`src/rtl/arm_pkg.sv`:
```
// Shared definitions for the arm_seq instruction sequencer: phase encodings,
// opcode constants and the halt sentinel word.
package arm_pkg;

  typedef enum logic [2:0] {
    ST_HALT  = 3'b000,
    ST_FETCH = 3'b001,
    ST_EXEC1 = 3'b010,
    ST_EXEC2 = 3'b100
  } state_e;

  localparam logic [3:0]  OP_LDR    = 4'b1110;
  localparam logic [3:0]  OP_BR     = 4'b0100;
  localparam logic [15:0] HALT_WORD = 16'hFFFF;

  // Sign-extend an 8-bit branch displacement to pc width.
  function automatic logic [15:0] br_offset(input logic [7:0] imm);
    return {{8{imm[7]}}, imm};
  endfunction

endpackage

```
`src/rtl/arm_pc.sv`:
```
// Program counter: holds pc, applies the post-fetch increment and the
// relative-branch add. Both updates wrap modulo 2^16.
module arm_pc (
  input  logic        clk_i,
  input  logic        rst_i,
  input  logic        inc_i,
  input  logic        br_i,
  input  logic [15:0] offset_i,
  output logic [15:0] pc_o
);

  logic [15:0] pc_d, pc_q;

  always_comb begin
    pc_d = pc_q;
    if (inc_i) begin
      pc_d = pc_q + 16'd1;
    end else if (br_i) begin
      pc_d = pc_q + offset_i;
    end
  end

  always_ff @(posedge clk_i) begin
    if (rst_i) begin
      pc_q <= 16'h0000;
    end else begin
      pc_q <= pc_d;
    end
  end

  assign pc_o = pc_q;

endmodule

```
`src/rtl/arm_seq.sv`:
```
// Fetch/execute sequencer: one-hot phase FSM plus instruction register.
// Define ARM_SEQ_BRANCH_EN to make opcode 4'b0100 a pc-relative branch.
module arm_seq
  import arm_pkg::*;
(
  input  logic        clk,
  input  logic        rst,
  output logic        imem_req,
  output logic [15:0] imem_addr,
  input  logic        imem_ack,
  input  logic [15:0] imem_data,
  output logic        dmem_req,
  input  logic        dmem_ack,
  output logic [15:0] inst,
  output logic [2:0]  state,
  output logic [15:0] pc,
  output logic        halt
);

  state_e      state_d, state_q;
  logic [15:0] inst_d, inst_q;
  logic        halt_d, halt_q;
  logic        pc_inc, pc_br;

  always_comb begin
    state_d = state_q;
    inst_d  = inst_q;
    pc_inc  = 1'b0;
    pc_br   = 1'b0;
    unique case (state_q)
      ST_FETCH: begin
        if (imem_ack) begin
          inst_d = imem_data;
          if (imem_data == HALT_WORD) begin
            state_d = ST_HALT;
          end else begin
            pc_inc  = 1'b1;
            state_d = ST_EXEC1;
          end
        end
      end
      ST_EXEC1: begin
        if (inst_q[15:12] == OP_LDR) begin
          state_d = ST_EXEC2;
        end else begin
          state_d = ST_FETCH;
`ifdef ARM_SEQ_BRANCH_EN
          pc_br = (inst_q[15:12] == OP_BR);
`else
          pc_br = 1'b0;
`endif
        end
      end
      ST_EXEC2: begin
        if (dmem_ack) begin
          state_d = ST_FETCH;
        end
      end
      ST_HALT: begin
        state_d = ST_HALT;
      end
      default: begin
        state_d = ST_FETCH;
      end
    endcase
    halt_d = (state_d == ST_HALT);
  end

  always_ff @(posedge clk) begin
    if (rst) begin
      state_q <= ST_FETCH;
      inst_q  <= 16'h0000;
      halt_q  <= 1'b0;
    end else begin
      state_q <= state_d;
      inst_q  <= inst_d;
      halt_q  <= halt_d;
    end
  end

  arm_pc u_pc (
    .clk_i    (clk),
    .rst_i    (rst),
    .inc_i    (pc_inc),
    .br_i     (pc_br),
    .offset_i (br_offset(inst_q[7:0])),
    .pc_o     (pc)
  );

  assign state     = state_q;
  assign inst      = inst_q;
  assign halt      = halt_q;
  assign imem_addr = pc;
  assign imem_req  = (state_q == ST_FETCH);
  assign dmem_req  = (state_q == ST_EXEC2);

endmodule
```
`config.mk`:
```
export PLATFORM = sky130hd
export DESIGN_NAME = arm_seq
export DESIGN_NICKNAME = d
export VERILOG_FILES = /design/src/rtl/arm_pkg.sv /design/src/rtl/arm_pc.sv /design/src/rtl/arm_seq.sv
export SDC_FILE = /design/constraint.sdc
export NUM_CORES = 1
export LEC_CHECK = 0
export ABC_AREA = 1
export BUFFER_PORTS_ARGS = -buffer_cell sky130_fd_sc_hd__buf_2
export CORE_ASPECT_RATIO = 1.2
export CORE_UTILIZATION = 30
export CTS_CLUSTER_SIZE = 10
export DETAILED_ROUTE_END_ITERATION = 16
export GPL_TIMING_DRIVEN = 1
export PLACE_DENSITY = 0.62
export SKIP_LAST_GASP = 1
export SLEW_MARGIN = 10
export SYNTH_ARGS = -nofsm -noshare
export SYNTH_HDL_FRONTEND = slang
export SYNTH_SLANG_ARGS = --single-unit
export TNS_END_PERCENT = 20
```
`constraint.sdc`:
```
create_clock -name clk -period 1.5 [get_ports clk]
set_input_delay 0.3 -clock clk [delete_from_list [all_inputs] [get_ports clk]]
set_output_delay 0.3 -clock clk [all_outputs]
set_load 0.02 [all_outputs]
```
After elaboration in Yosys (flattened, before gate mapping)
Cells that the tools add are included.
- muxes and demuxes: 9
- equal/unequal tests: 5
- $add $sub $neg: 1
- reduce and logical (&&, ||, !) cells: 3
- operators by type and width (kind ; number):
    16-bit by 1-bit adder with 16-bit output (second input constant) ; 1
    16-bit == test (second input constant) ; 1
    16-bit 2-to-1 mux ; 1
    3-bit one-hot mux with 4 select lines ; 1
    3-bit 2-to-1 mux ; 3
    3-bit zero test ; 2
    4-bit == test (second input constant) ; 1
    3-bit by 1-bit == test with 1-bit output (second input constant) ; 1
    3-bit by 2-bit == test with 1-bit output (second input constant) ; 1
    3-bit == test (second input constant) ; 1
    1-bit 2-to-1 mux ; 3
    2-bit 2-to-1 mux ; 1
    2-bit AND reduction ; 1
- flip-flop bits (word level): 36

Logic depth before layout (Yosys ltp)
- depth in word-level cells: 5
- mapped depth: 8
- depth with buffers taken out: 8

Modules after synthesis
Synthesis repeated with hierarchy kept, for this count alone.
- cell total of the unflattened synthesis: 430
- area, all modules: 2763.9 µm²
- modules (own cells, without submodules) (module ; cells each ; area an instance (µm²) ; sequential area each (µm²) ; times used):
    arm_pc ; 295 ; 1717.9 ; 320.3 ; 1
    arm_seq ; 135 ; 1046.0 ; 400.4 ; 1

Worst setup path after synthesis
OpenSTA, ideal clock, no wires.
- path type: register to register
- from: register u_pc.pc_q[0] (netlist: u_pc.pc_o[0])
- to: register u_pc.pc_q[14] (netlist: u_pc.pc_o[14])
- clock period less this slack: 1.566 ns
- stages on the path, launching flop included: 9
- setup time: 0.128 ns
- required time: 1.372 ns
- data arrival time: 1.438 ns
- path buffers: 0
- path slack: -0.066 ns
- cells stage by stage: dfxtp_1 ha_1 nand3_1 nor2_1 nand3_1 nand2_1 nand2_1 nand2_1 a21oi_1
- longest elaborated chain between the ends: 2
- ends and longest elaborated chain (what ; RTL line ; text):
    start: declaration ; arm_pc.sv:12 ; logic [15:0] pc_d, pc_q;
    start signal: assignment ; arm_pc.sv:27 ; pc_q <= pc_d;
    16-bit by 1-bit adder with 16-bit output ; arm_pc.sv:17 ; pc_d = pc_q + 16'd1;
    16-bit 2-to-1 mux ; arm_pc.sv:16 ; if (inc_i) begin
Every way passes these cells. The select of a mux whose other input is x is not followed.
A chain may end at the register's enable or synchronous reset.

Final worst setup path
- from: register state_q[1] (netlist: state[1])
- to: output dmem_req
- longest elaborated chain between the ends: 1
- ends and longest elaborated chain (what ; RTL line ; text):
    start: declaration ; arm_seq.sv:20 ; state_e state_d, state_q;
    start signal: assignment ; arm_seq.sv:75 ; state_q <= state_d;
    3-bit == test ; arm_seq.sv:95 ; assign dmem_req = (state_q == ST_EXEC2);
    end: declaration ; arm_seq.sv:12 ; output logic dmem_req,
Every way passes these cells.

==> flow_summary.toml <==
[global_routing]
grt_use_total_pct = 15.30
grt_overflow = 0
antenna_found_initial = 0
grt_pass1_wl_mm = 7.652
grt_pass1_vias = 1680
grt_max_degree = 20

[sta]
fin_crit_sh_pct = 95.55
slew_headroom_pct = 80.60
tightest_slew_ns = 0.2887
period_minus_slack_ns = 1.433
grt_setup_unrepaired = "yes"
setup_tns_ns = 0
maxClockFrequency_mhz = 697.7
slew_violations = 0
hold_viol = 0
skew_ns = 0.005330
fin_ws_ns = 0.06680
setup_viol = 0

[setup_path]
r2r_slack_ns = 0.12
critical_path_class = "register to primary output"
rr_worst_depth = 7
setup.worst_path.start = "state[1]"
r2r_end = "u_pc.pc_o[10]"
cp.arrival_ns = 1.13
worstPathRequired_ns = 1.20
r2r_start = "u_pc.pc_o[0]"
crit_path_max_fanout = 3
worstSetupEndpointType = "primary output"
cp-start-kind = "register"

[clocking]
cts_tree = "built"
clkSinkCount = 36
clk_latency_ns = 0.29
cts-root-buf = "clkbuf_8"
ctsHoldBuffers = 0
cts_inserted_buffers = 5
cts_max_path_buffers = 2
clk_pin_slew_ns = 0.07
htreeDepth = 2

[die]
rows = 30
die_area_um2 = 6488
io_pins = 74
initial_core_util_pct = 31.81
coreArea_um2 = 5818
die_y_um = 88.04
dieWidth_um = 73.70

[route]
first_iter_violations = 63
vias = 1892
drtPass1Iterations = 4
wirelength_mm = 4.629
viasPerCell = 4.441
avgRoutedWirePerCell_um = 10.87
route.detailed.drc = 0
ant_nets = 0

[logic_synthesis]
syn_nets = 294
synth.area.top_cells = "dfxtp_1 (39%), nand2_1 (14%), nor2_1 (12%)"
yosysSeqAreaShare_pct = 38.95
yosysTopAreaCell = "dfxtp_1"
ys_ff_latch = 36
yosysTopAreaCellShare_pct = 38.95
yosysWarnings = 0
synth.distinct_cells = 24
avgSynthCellArea_um2 = 6.778
netlist_area_um2 = 1851
syn_inst = 273

[worst_hold_path]
hold_end = "inst[14]"
hold_depth = 3
min-delay-path-class = "primary input to register"
min_from = "imem_data[14]"

[placement]
place_ws_ns = 0.09553
hpwlAfterDp_mm = 3.507
gp_congestion = 0.8576
portBuffers = 73

[cells_and_area]
antenna_cells = 0
fin_util_pct = 41.08
syn2layout_area_growth_pct = 29.14
nets = 367
layout-drive-gt1-share_pct = 30.64

[power_and_ir_drop]
power_density_nw_per_um2 = 944.2
finalPower_mw = 2.256
max-vdd-ir-drop_mv = 0.6650
p_leak_nw = 1.143

[job]
max-cap-violations = 0

[outcome]
status = "completed"
routing by layer:
metal	vias up	track usage, %	share of wire [%]
met5	-	0	0
met1	829	18.54	46
li1	993	-	-
met4	0	5.070	1.8
met3	8	4.833	5.4
met2	62	25.52	46
critical path, stage by stage, from the launching register on:
cell and delay [ns]:
dfxtp_1 0.32, inv_1 0.12, nand2_1 0.10, nor2_1 0.13, buf_2 0.18
synthesized netlist by cell type (all sizes together):
library cell	number
a21oi	15
buf	18
clkbuf	6
dfxtp	36
ha	1
inv	17
nand2	71
nand3	10
nand3b	1
nand4	7
nor2	62
nor3	2
o211ai	1
o21ai	19
xnor2	3
xor2	4
power by group:
| part | internal, mW | switching (mW) | leakage (nW) | total [mW] |
|---|---|---|---|---|
| sequential | 1.02 | 0.0412 | 0.295 | 1.06 |
| clock | 0.409 | 0.336 | 0.0503 | 0.745 |
| combinational | 0.157 | 0.293 | 0.798 | 0.449 |
| total | 1.59 | 0.670 | 1.14 | 2.26 |
layout by cell type (no fill, tap or decap), types with 2 or more instances in the layout:
cell      Yosys  routed
nor2_1       60      58
xor2_1        4       4
dfxtp_1      36      35
nand3_1       9       9
nand4_1       7       7
buf_4        17      17
nor2_4        1       2
xnor2_1       3       3
clkbuf_8      0       7
nor3_1        2       2
inv_1        15      15
o21ai_0      18      18
nand2_1      71      71
buf_2         0      73
a21oi_1      14      14
registers in the layout, summed over array words and instances (netlist names):
| signal | flops |
|---|---|
| inst | 16 |
| u_pc.pc_o | 16 |
| halt | 1 |
| state | 3 |
per-stage QoR:
stage          cells  hold WS (ns)  cell area, um2
6_report         426        0.2484            2390
5_1_grt          426        0.2435            2390
4_1_cts          426        0.2403            2382
3_5_place_dp     419        0.4618            2286
3_3_place_gp     419        0.4581            2286
2_1_floorplan    273        0.4349            1854
cell type report:
type / instances / area [um2]
repair buffers: 90 / 493.0
flip-flops and latches: 36 / 721.9
well taps: 80 / 100.1
fillers: 617 / 3428
clock buffers: 7 / 96.34
inverters: 17 / 66.31
multi-input cells: 196 / 912.1
worst max path at each step:
stage,to,slack (ns),cells after the start
floorplan,u_pc.pc_o[14],0.03,8
global placement,u_pc.pc_o[14],0.15,8
detailed placement,u_pc.pc_o[14],0.1,8
CTS,dmem_req,0.05,4
global route,u_pc.pc_o[14],-0.05,8
finish,dmem_req,0.07,4
cells by family (layout without fill, tap and decap cells):
logic type,Yosys count,after routing,synth area share (%)
and+or+nand+nor,153,153,34.96
buffers and inverters,41,114,12.31
DFF,36,36,38.95
AOI/OAI and AO/OA,35,35,9.804
xor gates and xnor gates,7,7,3.313
adders and majority gates,1,1,0.6760
what timing repair did:
action	CTS	global route
buffers inserted	0	0
resized for setup	0	2
endpoints found under the setup margin	0	5
Note: power is estimated with default switching activity, not from simulation.
